**config.mk**
```make
export PLATFORM = sky130hd
export DESIGN_NAME = multicycle_alu
export DESIGN_NICKNAME = d
export VERILOG_FILES = /design/src/rtl/alu_pkg.sv /design/src/rtl/mul_div_iter.sv /design/src/rtl/multicycle_alu.sv
export SDC_FILE = /design/constraint.sdc
export NUM_CORES = 1
export LEC_CHECK = 0
export ABC_AREA = 1
export ABC_CLOCK_PERIOD_IN_PS = 3240
export CELL_PAD_IN_SITES_DETAIL_PLACEMENT = 0
export CELL_PAD_IN_SITES_GLOBAL_PLACEMENT = 1
export CORE_MARGIN = 2
export CORE_UTILIZATION = 35
export DETAILED_ROUTE_END_ITERATION = 7
export PLACE_DENSITY_LB_ADDON = 0.15
export SLEW_MARGIN = 10
export SYNTH_ARGS = -nofsm -noshare
export SYNTH_HDL_FRONTEND = slang
export SYNTH_SLANG_ARGS = --single-unit
```
**constraint.sdc**
```tcl
create_clock -name clk -period 3.24 [get_ports clk]
set_clock_uncertainty 0.15 [all_clocks]
set_input_delay 0.486 -clock clk [delete_from_list [all_inputs] [get_ports clk]]
set_output_delay 0.486 -clock clk [all_outputs]
set_load 0.02 [all_outputs]
```
**src/rtl/alu_pkg.sv**
```systemverilog
// Shared opcode encodings, FSM state type and default iteration count for
// the multicycle ALU and its iterative multiply/divide datapath.
package alu_pkg;

  localparam int ITER_DEFAULT = 32;

  localparam logic [3:0] OP_ADD  = 4'h0;
  localparam logic [3:0] OP_SUB  = 4'h1;
  localparam logic [3:0] OP_AND  = 4'h2;
  localparam logic [3:0] OP_OR   = 4'h3;
  localparam logic [3:0] OP_XOR  = 4'h4;
  localparam logic [3:0] OP_NOR  = 4'h5;
  localparam logic [3:0] OP_SLT  = 4'h6;
  localparam logic [3:0] OP_SLTU = 4'h7;
  localparam logic [3:0] OP_SLL  = 4'h8;
  localparam logic [3:0] OP_SRL  = 4'h9;
  localparam logic [3:0] OP_SRA  = 4'hA;
  localparam logic [3:0] OP_MULT = 4'hB;
  localparam logic [3:0] OP_MULTU= 4'hC;
  localparam logic [3:0] OP_DIV  = 4'hD;
  localparam logic [3:0] OP_DIVU = 4'hE;
  localparam logic [3:0] OP_RSVD = 4'hF;

  typedef enum logic [1:0] {
    ST_IDLE = 2'd0,
    ST_CALC = 2'd1,
    ST_DONE = 2'd2
  } state_t;

  function automatic logic is_multicycle(input logic [3:0] op);
    return (op >= OP_MULT) && (op <= OP_DIVU);
  endfunction

endpackage

```
**src/rtl/mul_div_iter.sv**
```systemverilog
// Iterative shift-add multiplier / restoring divider on operand magnitudes,
// with sign fix-up applied to the value produced by the final iteration.
module mul_div_iter #(
  parameter int WIDTH = 32
) (
  input  logic               clk,
  input  logic               rst_n,
  input  logic               i_start,
  input  logic               i_step,
  input  logic               i_signed,
  input  logic               i_div,
  input  logic [WIDTH-1:0]   i_a,
  input  logic [WIDTH-1:0]   i_b,
  output logic [2*WIDTH-1:0] o_result
);

  logic [2*WIDTH-1:0] r_acc;
  logic [WIDTH-1:0]   r_operand;
  logic [WIDTH-1:0]   r_dividend;
  logic               r_div;
  logic               r_neg_q;
  logic               r_neg_r;
  logic               r_div_zero;

  logic [WIDTH-1:0]   w_a_mag;
  logic [WIDTH-1:0]   w_b_mag;
  logic [WIDTH:0]     w_sum;
  logic [WIDTH:0]     w_shift;
  logic [WIDTH:0]     w_diff;
  logic               w_ge;
  logic [2*WIDTH-1:0] w_acc_next;
  logic [WIDTH-1:0]   w_quo;
  logic [WIDTH-1:0]   w_rem;
  logic [WIDTH-1:0]   w_quo_fix;
  logic [WIDTH-1:0]   w_rem_fix;

  always_comb begin
    w_a_mag = (i_signed && i_a[WIDTH-1]) ? -i_a : i_a;
    w_b_mag = (i_signed && i_b[WIDTH-1]) ? -i_b : i_b;
  end

  // Multiply keeps {partial, multiplier}; divide keeps {remainder, quotient}.
  always_comb begin
    w_sum   = {1'b0, r_acc[2*WIDTH-1:WIDTH]} + (r_acc[0] ? {1'b0, r_operand} : '0);
    w_shift = {r_acc[2*WIDTH-1:WIDTH], r_acc[WIDTH-1]};
    w_ge    = (w_shift >= {1'b0, r_operand});
    w_diff  = w_shift - {1'b0, r_operand};
    if (r_div) begin
      w_acc_next = {(w_ge ? w_diff[WIDTH-1:0] : w_shift[WIDTH-1:0]),
                    r_acc[WIDTH-2:0], w_ge};
    end else begin
      w_acc_next = {w_sum, r_acc[WIDTH-1:1]};
    end
  end

  always_comb begin
    w_quo     = w_acc_next[WIDTH-1:0];
    w_rem     = w_acc_next[2*WIDTH-1:WIDTH];
    w_quo_fix = r_neg_q ? -w_quo : w_quo;
    w_rem_fix = r_neg_r ? -w_rem : w_rem;
    if (r_div_zero) begin
      o_result = {r_dividend, {WIDTH{1'b1}}};
    end else if (r_div) begin
      o_result = {w_rem_fix, w_quo_fix};
    end else begin
      o_result = r_neg_q ? -w_acc_next : w_acc_next;
    end
  end

  always_ff @(posedge clk or negedge rst_n) begin
    if (!rst_n) begin
      r_acc      <= '0;
      r_operand  <= '0;
      r_dividend <= '0;
      r_div      <= 1'b0;
      r_neg_q    <= 1'b0;
      r_neg_r    <= 1'b0;
      r_div_zero <= 1'b0;
    end else if (i_start) begin
      r_acc      <= {{WIDTH{1'b0}}, w_a_mag};
      r_operand  <= w_b_mag;
      r_dividend <= i_a;
      r_div      <= i_div;
      r_neg_q    <= i_signed && (i_a[WIDTH-1] ^ i_b[WIDTH-1]);
      r_neg_r    <= i_signed && i_div && i_a[WIDTH-1];
      r_div_zero <= i_div && (i_b == '0);
    end else if (i_step) begin
      r_acc <= w_acc_next;
    end
  end

endmodule

```
**src/rtl/multicycle_alu.sv**
```systemverilog
// ALU with single-cycle logic/arith ops and iterative multiply/divide,
// sequenced by an IDLE/CALC/DONE FSM with registered results.
module multicycle_alu
  import alu_pkg::*;
#(
  parameter int WIDTH = 32,
  parameter int ITER  = ITER_DEFAULT
) (
  input  logic             clk,
  input  logic             rst_n,
  input  logic             alu_en,
  input  logic [3:0]       alu_control,
  input  logic [WIDTH-1:0] alu_srcA,
  input  logic [WIDTH-1:0] alu_srcB,
  output logic [WIDTH-1:0] alu_result,
  output logic [WIDTH-1:0] hi,
  output logic [WIDTH-1:0] lo,
  output logic             overflow,
  output logic             alu_zero,
  output logic             alu_done,
  output logic             busy
);

  localparam int         SHW        = $clog2(WIDTH);
  localparam logic [4:0] LAST_COUNT = 5'(ITER - 1);

  state_t             r_state;
  state_t             w_state_next;
  logic [4:0]         r_count;
  logic [WIDTH-1:0]   r_result;
  logic [WIDTH-1:0]   r_hi;
  logic [WIDTH-1:0]   r_lo;
  logic               r_overflow;
  logic               r_zero;

  logic               w_accept;
  logic               w_multi;
  logic               w_last;
  logic [WIDTH-1:0]   w_add;
  logic [WIDTH-1:0]   w_sub;
  logic [WIDTH-1:0]   w_alu_res;
  logic               w_alu_ovf;
  logic [2*WIDTH-1:0] w_md_result;

  assign w_multi  = is_multicycle(alu_control);
  assign w_accept = (r_state == ST_IDLE) && alu_en;
  assign w_last   = (r_state == ST_CALC) && (r_count == LAST_COUNT);

  mul_div_iter #(.WIDTH(WIDTH)) u_mul_div (
    .clk      (clk),
    .rst_n    (rst_n),
    .i_start  (w_accept && w_multi),
    .i_step   (r_state == ST_CALC),
    .i_signed ((alu_control == OP_MULT) || (alu_control == OP_DIV)),
    .i_div    ((alu_control == OP_DIV) || (alu_control == OP_DIVU)),
    .i_a      (alu_srcA),
    .i_b      (alu_srcB),
    .o_result (w_md_result)
  );

  always_comb begin
    w_add     = alu_srcA + alu_srcB;
    w_sub     = alu_srcA - alu_srcB;
    w_alu_res = '0;
    w_alu_ovf = 1'b0;
    case (alu_control)
      OP_ADD: begin
        w_alu_res = w_add;
        w_alu_ovf = (alu_srcA[WIDTH-1] == alu_srcB[WIDTH-1]) &&
                    (w_add[WIDTH-1] != alu_srcA[WIDTH-1]);
      end
      OP_SUB: begin
        w_alu_res = w_sub;
        w_alu_ovf = (alu_srcA[WIDTH-1] != alu_srcB[WIDTH-1]) &&
                    (w_sub[WIDTH-1] != alu_srcA[WIDTH-1]);
      end
      OP_AND:  w_alu_res = alu_srcA & alu_srcB;
      OP_OR:   w_alu_res = alu_srcA | alu_srcB;
      OP_XOR:  w_alu_res = alu_srcA ^ alu_srcB;
      OP_NOR:  w_alu_res = ~(alu_srcA | alu_srcB);
      OP_SLT:  w_alu_res = {{(WIDTH-1){1'b0}}, ($signed(alu_srcA) < $signed(alu_srcB))};
      OP_SLTU: w_alu_res = {{(WIDTH-1){1'b0}}, (alu_srcA < alu_srcB)};
      OP_SLL:  w_alu_res = alu_srcA << alu_srcB[SHW-1:0];
      OP_SRL:  w_alu_res = alu_srcA >> alu_srcB[SHW-1:0];
      OP_SRA:  w_alu_res = WIDTH'($signed(alu_srcA) >>> alu_srcB[SHW-1:0]);
      default: begin
        w_alu_res = '0;
        w_alu_ovf = 1'b0;
      end
    endcase
  end

  always_comb begin
    w_state_next = r_state;
    case (r_state)
      ST_IDLE: if (alu_en) w_state_next = w_multi ? ST_CALC : ST_DONE;
      ST_CALC: if (r_count == LAST_COUNT) w_state_next = ST_DONE;
      ST_DONE: w_state_next = ST_IDLE;
      default: w_state_next = ST_IDLE;
    endcase
  end

  always_ff @(posedge clk or negedge rst_n) begin
    if (!rst_n) begin
      r_state <= ST_IDLE;
      r_count <= '0;
    end else begin
      r_state <= w_state_next;
      if (w_accept) begin
        r_count <= '0;
      end else if (r_state == ST_CALC) begin
        r_count <= r_count + 5'd1;
      end
    end
  end

  // Results change only on the edge that enters DONE.
  always_ff @(posedge clk or negedge rst_n) begin
    if (!rst_n) begin
      r_result   <= '0;
      r_overflow <= 1'b0;
      r_zero     <= 1'b1;
      r_hi       <= '0;
      r_lo       <= '0;
    end else if (w_accept && !w_multi) begin
      r_result   <= w_alu_res;
      r_overflow <= w_alu_ovf;
      r_zero     <= (w_alu_res == '0);
    end else if (w_last) begin
      r_hi       <= w_md_result[2*WIDTH-1:WIDTH];
      r_lo       <= w_md_result[WIDTH-1:0];
      r_result   <= w_md_result[WIDTH-1:0];
      r_overflow <= 1'b0;
      r_zero     <= (w_md_result[WIDTH-1:0] == '0);
    end
  end

  assign alu_result = r_result;
  assign hi         = r_hi;
  assign lo         = r_lo;
  assign overflow   = r_overflow;
  assign alu_zero   = r_zero;
  assign alu_done   = (r_state == ST_DONE);
  assign busy       = (r_state != ST_IDLE);

endmodule

```
==> key figures <==
Status
  • Status: complete, but fails checks
  • Failing checks: setup timing

Power and ir drop
  • Leakage: 0.0245 uW
  • Cell Pwr Density: 890 mW/mm^2
  • VDD IR max: 0.000606 V

Floorplan
  • # rows: 105
  • Area of the core: 0.0821 mm^2
  • Die area: 0.0853 mm^2
  • Initial Util: 35.4%
  • Die Width: 292 um
  • Die Span Y: 292 um
  • I/O pins: 171

Logic synthesis
  • Sequential share of the synthesized area: 20.4%
  • Synth warn: 0
  • Top FF cell, synth: dfrtp_1
  • Synth async-reset ratio: 100%
  • Cell variety after synth: 64
  • Post-synthesis cell area: 0.0290 mm^2
  • Post-synth EDFFs: 0
  • Syn nets: 5256
  • Cells after Synth: 5015
  • Post-synthesis average cell area: 5.79 um^2
  • Share of the synthesized area in the top cell type: 20.3%
  • Yosys reg bits: 237
  • Synth area leader: dfrtp_1
  • Synth top area cells: dfrtp_1 (20%), nand2_1 (20%), inv_1 (9.2%), o21ai_0 (7.2%), ha_1 (7.2%)

Setup path
  • Worst R2R Setup Slack: -440 ps
  • Startpoint Class: flip-flop
  • Data required, critical path: 3630 ps
  • Kind of critical path: flip-flop to flip-flop
  • Reg-to-reg startpoint: u_mul_div.r_operand[29]$_DFFE_PN0P_
  • CP Capture Type: flip-flop
  • Crit path DAT: 4070 ps
  • CP max FO: 6
  • Reg2Reg Capture Point: alu_zero$_DFFE_PN1P_
  • Worst Reg2Reg Path Length in Cells: 20

Hold path
  • Hold Crit Class: input pin to async pin

CTS
  • CTS H-tree lvls: 1
  • CTS tree: done
  • Clock Latency Late Sink: 620 ps
  • Clk slew on worst S/H paths: 70 ps
  • CTS max path bufs: 3
  • Root Buffer: clkbuf_16
  • Num CTS Buffers: 30
  • CTS sink count: 237

STA
  • Final Hold Vio Count: 0
  • RSZ-0062 raised after global routing: yes
  • Least-Margin Pin Slew: 1070 ps
  • Final count of negative-setup-slack endpoints: 74
  • Setup TNS: -15710 ps
  • Final Max Tran Viols: 0
  • Max Fclk: 0.272 GHz
  • Max_slew headroom: 28.4%
  • Worst setup margin: -443 ps
  • Period utilisation layout: 114%
  • Post-layout min period: 3680 ps

Placed design
  • Final GP Congestion: 1.03
  • Pre-CTS setup slack: -1090 ps
  • IO Port Bufs: 170
  • Dpl hpwl: 145000 um

GRT
  • Vias in the first global route: 38813
  • Tot GR Track Use: 39.5%
  • First-pass GRT wire length: 250000 um
  • Largest net degree at the start of global routing: 72
  • GR Overflow Total: 0
  • Initial antenna violation count: 6

Finish
  • Ratio of cells with drive above 1 in the final layout: 35.3%
  • # fillers: 8142
  • Net count reported at finish: 6717
  • Layout Utilization: 57.9%
  • Most common cell after layout, fill and taps aside: buf_4
  • Most frequent cells in the layout: buf_4 (1365), nand2_1 (1340), inv_1 (659), o21ai_0 (350), nor2_1 (341)
  • Area grow syn2layout: 63.6%

Flow run
  • Max-Cap Viols: 0

Routing
  • Drt drc: 0
  • Vias: 40294
  • Initial DRC count: 3706
  • WL per Instance: 23.2 um
  • Vias/cell: 5.32
  • Post-route ant nets: 0
  • Total wire length: 175000 um
  • Initial DRT Pass Iterations: 6
[timing repair]
action / in CTS / in global routing
setup endpoints to repair: 119 / 120
gates cloned: 1 / 4
hold buffers: 1 / 0
pin swaps: 124 / 178
buffers inserted: 56 / 31
hold endpoints to repair: 65 / 0
resized for setup: 474 / 480
[state kept, by name, indices dropped and copies added (netlist names)]
name and flops:
u_mul_div.r_acc 64, u_mul_div.r_operand 32, r_state 2, u_mul_div.r_neg_r 1, hi 32, alu_zero 1
overflow 1, u_mul_div.r_dividend 32, u_mul_div.r_div 1, u_mul_div.r_neg_q 1, r_count 5, alu_result 32
lo 32, u_mul_div.r_div_zero 1
[layer usage]
| layer | share of wire (%) | global-route usage (%) |
|---|---|---|
| met5 | 0.039 | 0 |
| met4 | 7.9 | 25.5 |
| met3 | 6.5 | 4.89 |
| met2 | 45 | 64.4 |
| met1 | 41 | 49.4 |
[stage by stage]
stage                     power [uW]  std cells  cell area, um^2  hold slack, ps
final                          42300       7570            47500             266
after detailed placement       31300       7437            42200             314
after floorplan                17400       5015            29200            40.4
after CTS                      38700       7539            45400             265
after global placement         31100       7437            42200             313
after global routing           44700       7569            47500             324
[worst max-delay path, stage by stage, from the launching register on]
cell     delay, ps
dfrtp_1        400
inv_2          120
ha_4           230
buf_6          110
nand4_1        190
nor2_2          90
nand2_4         90
nand2_4         60
nor2_8         260
nand3_4        200
o21ai_4        200
buf_6          170
nand4_1        240
buf_4          260
nor2_4         110
nor3_2          70
nor2_1         170
nand3_2        130
nor2_1         110
nand3_1        120
nand3_1        100
[final cells by class]
cell class / instances / area (um^2) / area share (%)
Inverter: 735 / 2790 / 5.87
Multi-Input combinational cell: 3838 / 22900 / 48.3
Clock buffer: 38 / 851 / 1.79
Clock inverter: 17 / 216 / 0.455
Timing Repair Buffer: 1634 / 13400 / 28.2
Sequential cell: 237 / 5970 / 12.6
Tap cell: 1070 / 1340 / 2.82
Antenna cell: 1 / 2.50 / 0.00527
[Yosys cell counts (all sizes together), types with 4 or more instances]
cell type / instances
a22oi: 7
nand3: 393
inv: 727
nor2: 484
o21bai: 20
and2: 8
ha: 166
nand3b: 15
a211oi: 12
clkinv: 8
o22ai: 55
a22o: 5
fa: 4
o2111ai: 4
dfrtp: 236
nor4: 8
buf: 61
clkbuf: 145
a21boi: 8
o21a: 15
nand4: 82
xor2: 46
a31oi: 15
or2: 22
o211ai: 40
mux2i: 16
nand2: 1532
o21ai: 451
a21o: 9
a21oi: 299
nor3: 54
a221oi: 18
and3: 4
o221ai: 25
[report_power, final]
group	internal [uW]	total, uW	switching, uW	leakage [uW]
clock network	2180	3680	1500	0.000526
logic	14700	33800	19100	0.0212
registers	3960	4830	877	0.00271
[worst max path at each step]
stage / start / endpoint / slack (ps) / cells past startpoint
after global routing: u_mul_div.r_acc[0]$_DFFE_PN0P_ / hi[17]$_DFFE_PN0P_ / -600 / 25
final: u_mul_div.r_operand[29]$_DFFE_PN0P_ / alu_zero$_DFFE_PN1P_ / -440 / 20
after CTS: u_mul_div.r_acc[0]$_DFFE_PN0P_ / hi[31]$_DFFE_PN0P_ / -370 / 25
after global placement: alu_srcB[5] / alu_zero$_DFFE_PN1P_ / -1110 / 19
after floorplan: alu_srcB[2] / alu_zero$_DFFE_PN1P_ / -120 / 22
after detailed placement: alu_srcB[5] / alu_zero$_DFFE_PN1P_ / -1090 / 19
[cell families after synthesis]
family	count (synthesis)	synth area share, %
AOI/OAI and AO/OA	1000	19.5
xor gates and xnor gates	49	1.48
adders and majority gates	170	7.43
buffers and inverters	941	12.5
DFF	237	20.4
muxes	16	0.551
and+or+nand+nor	2602	38.1
Note: power is estimated with default switching activity, not from simulation.
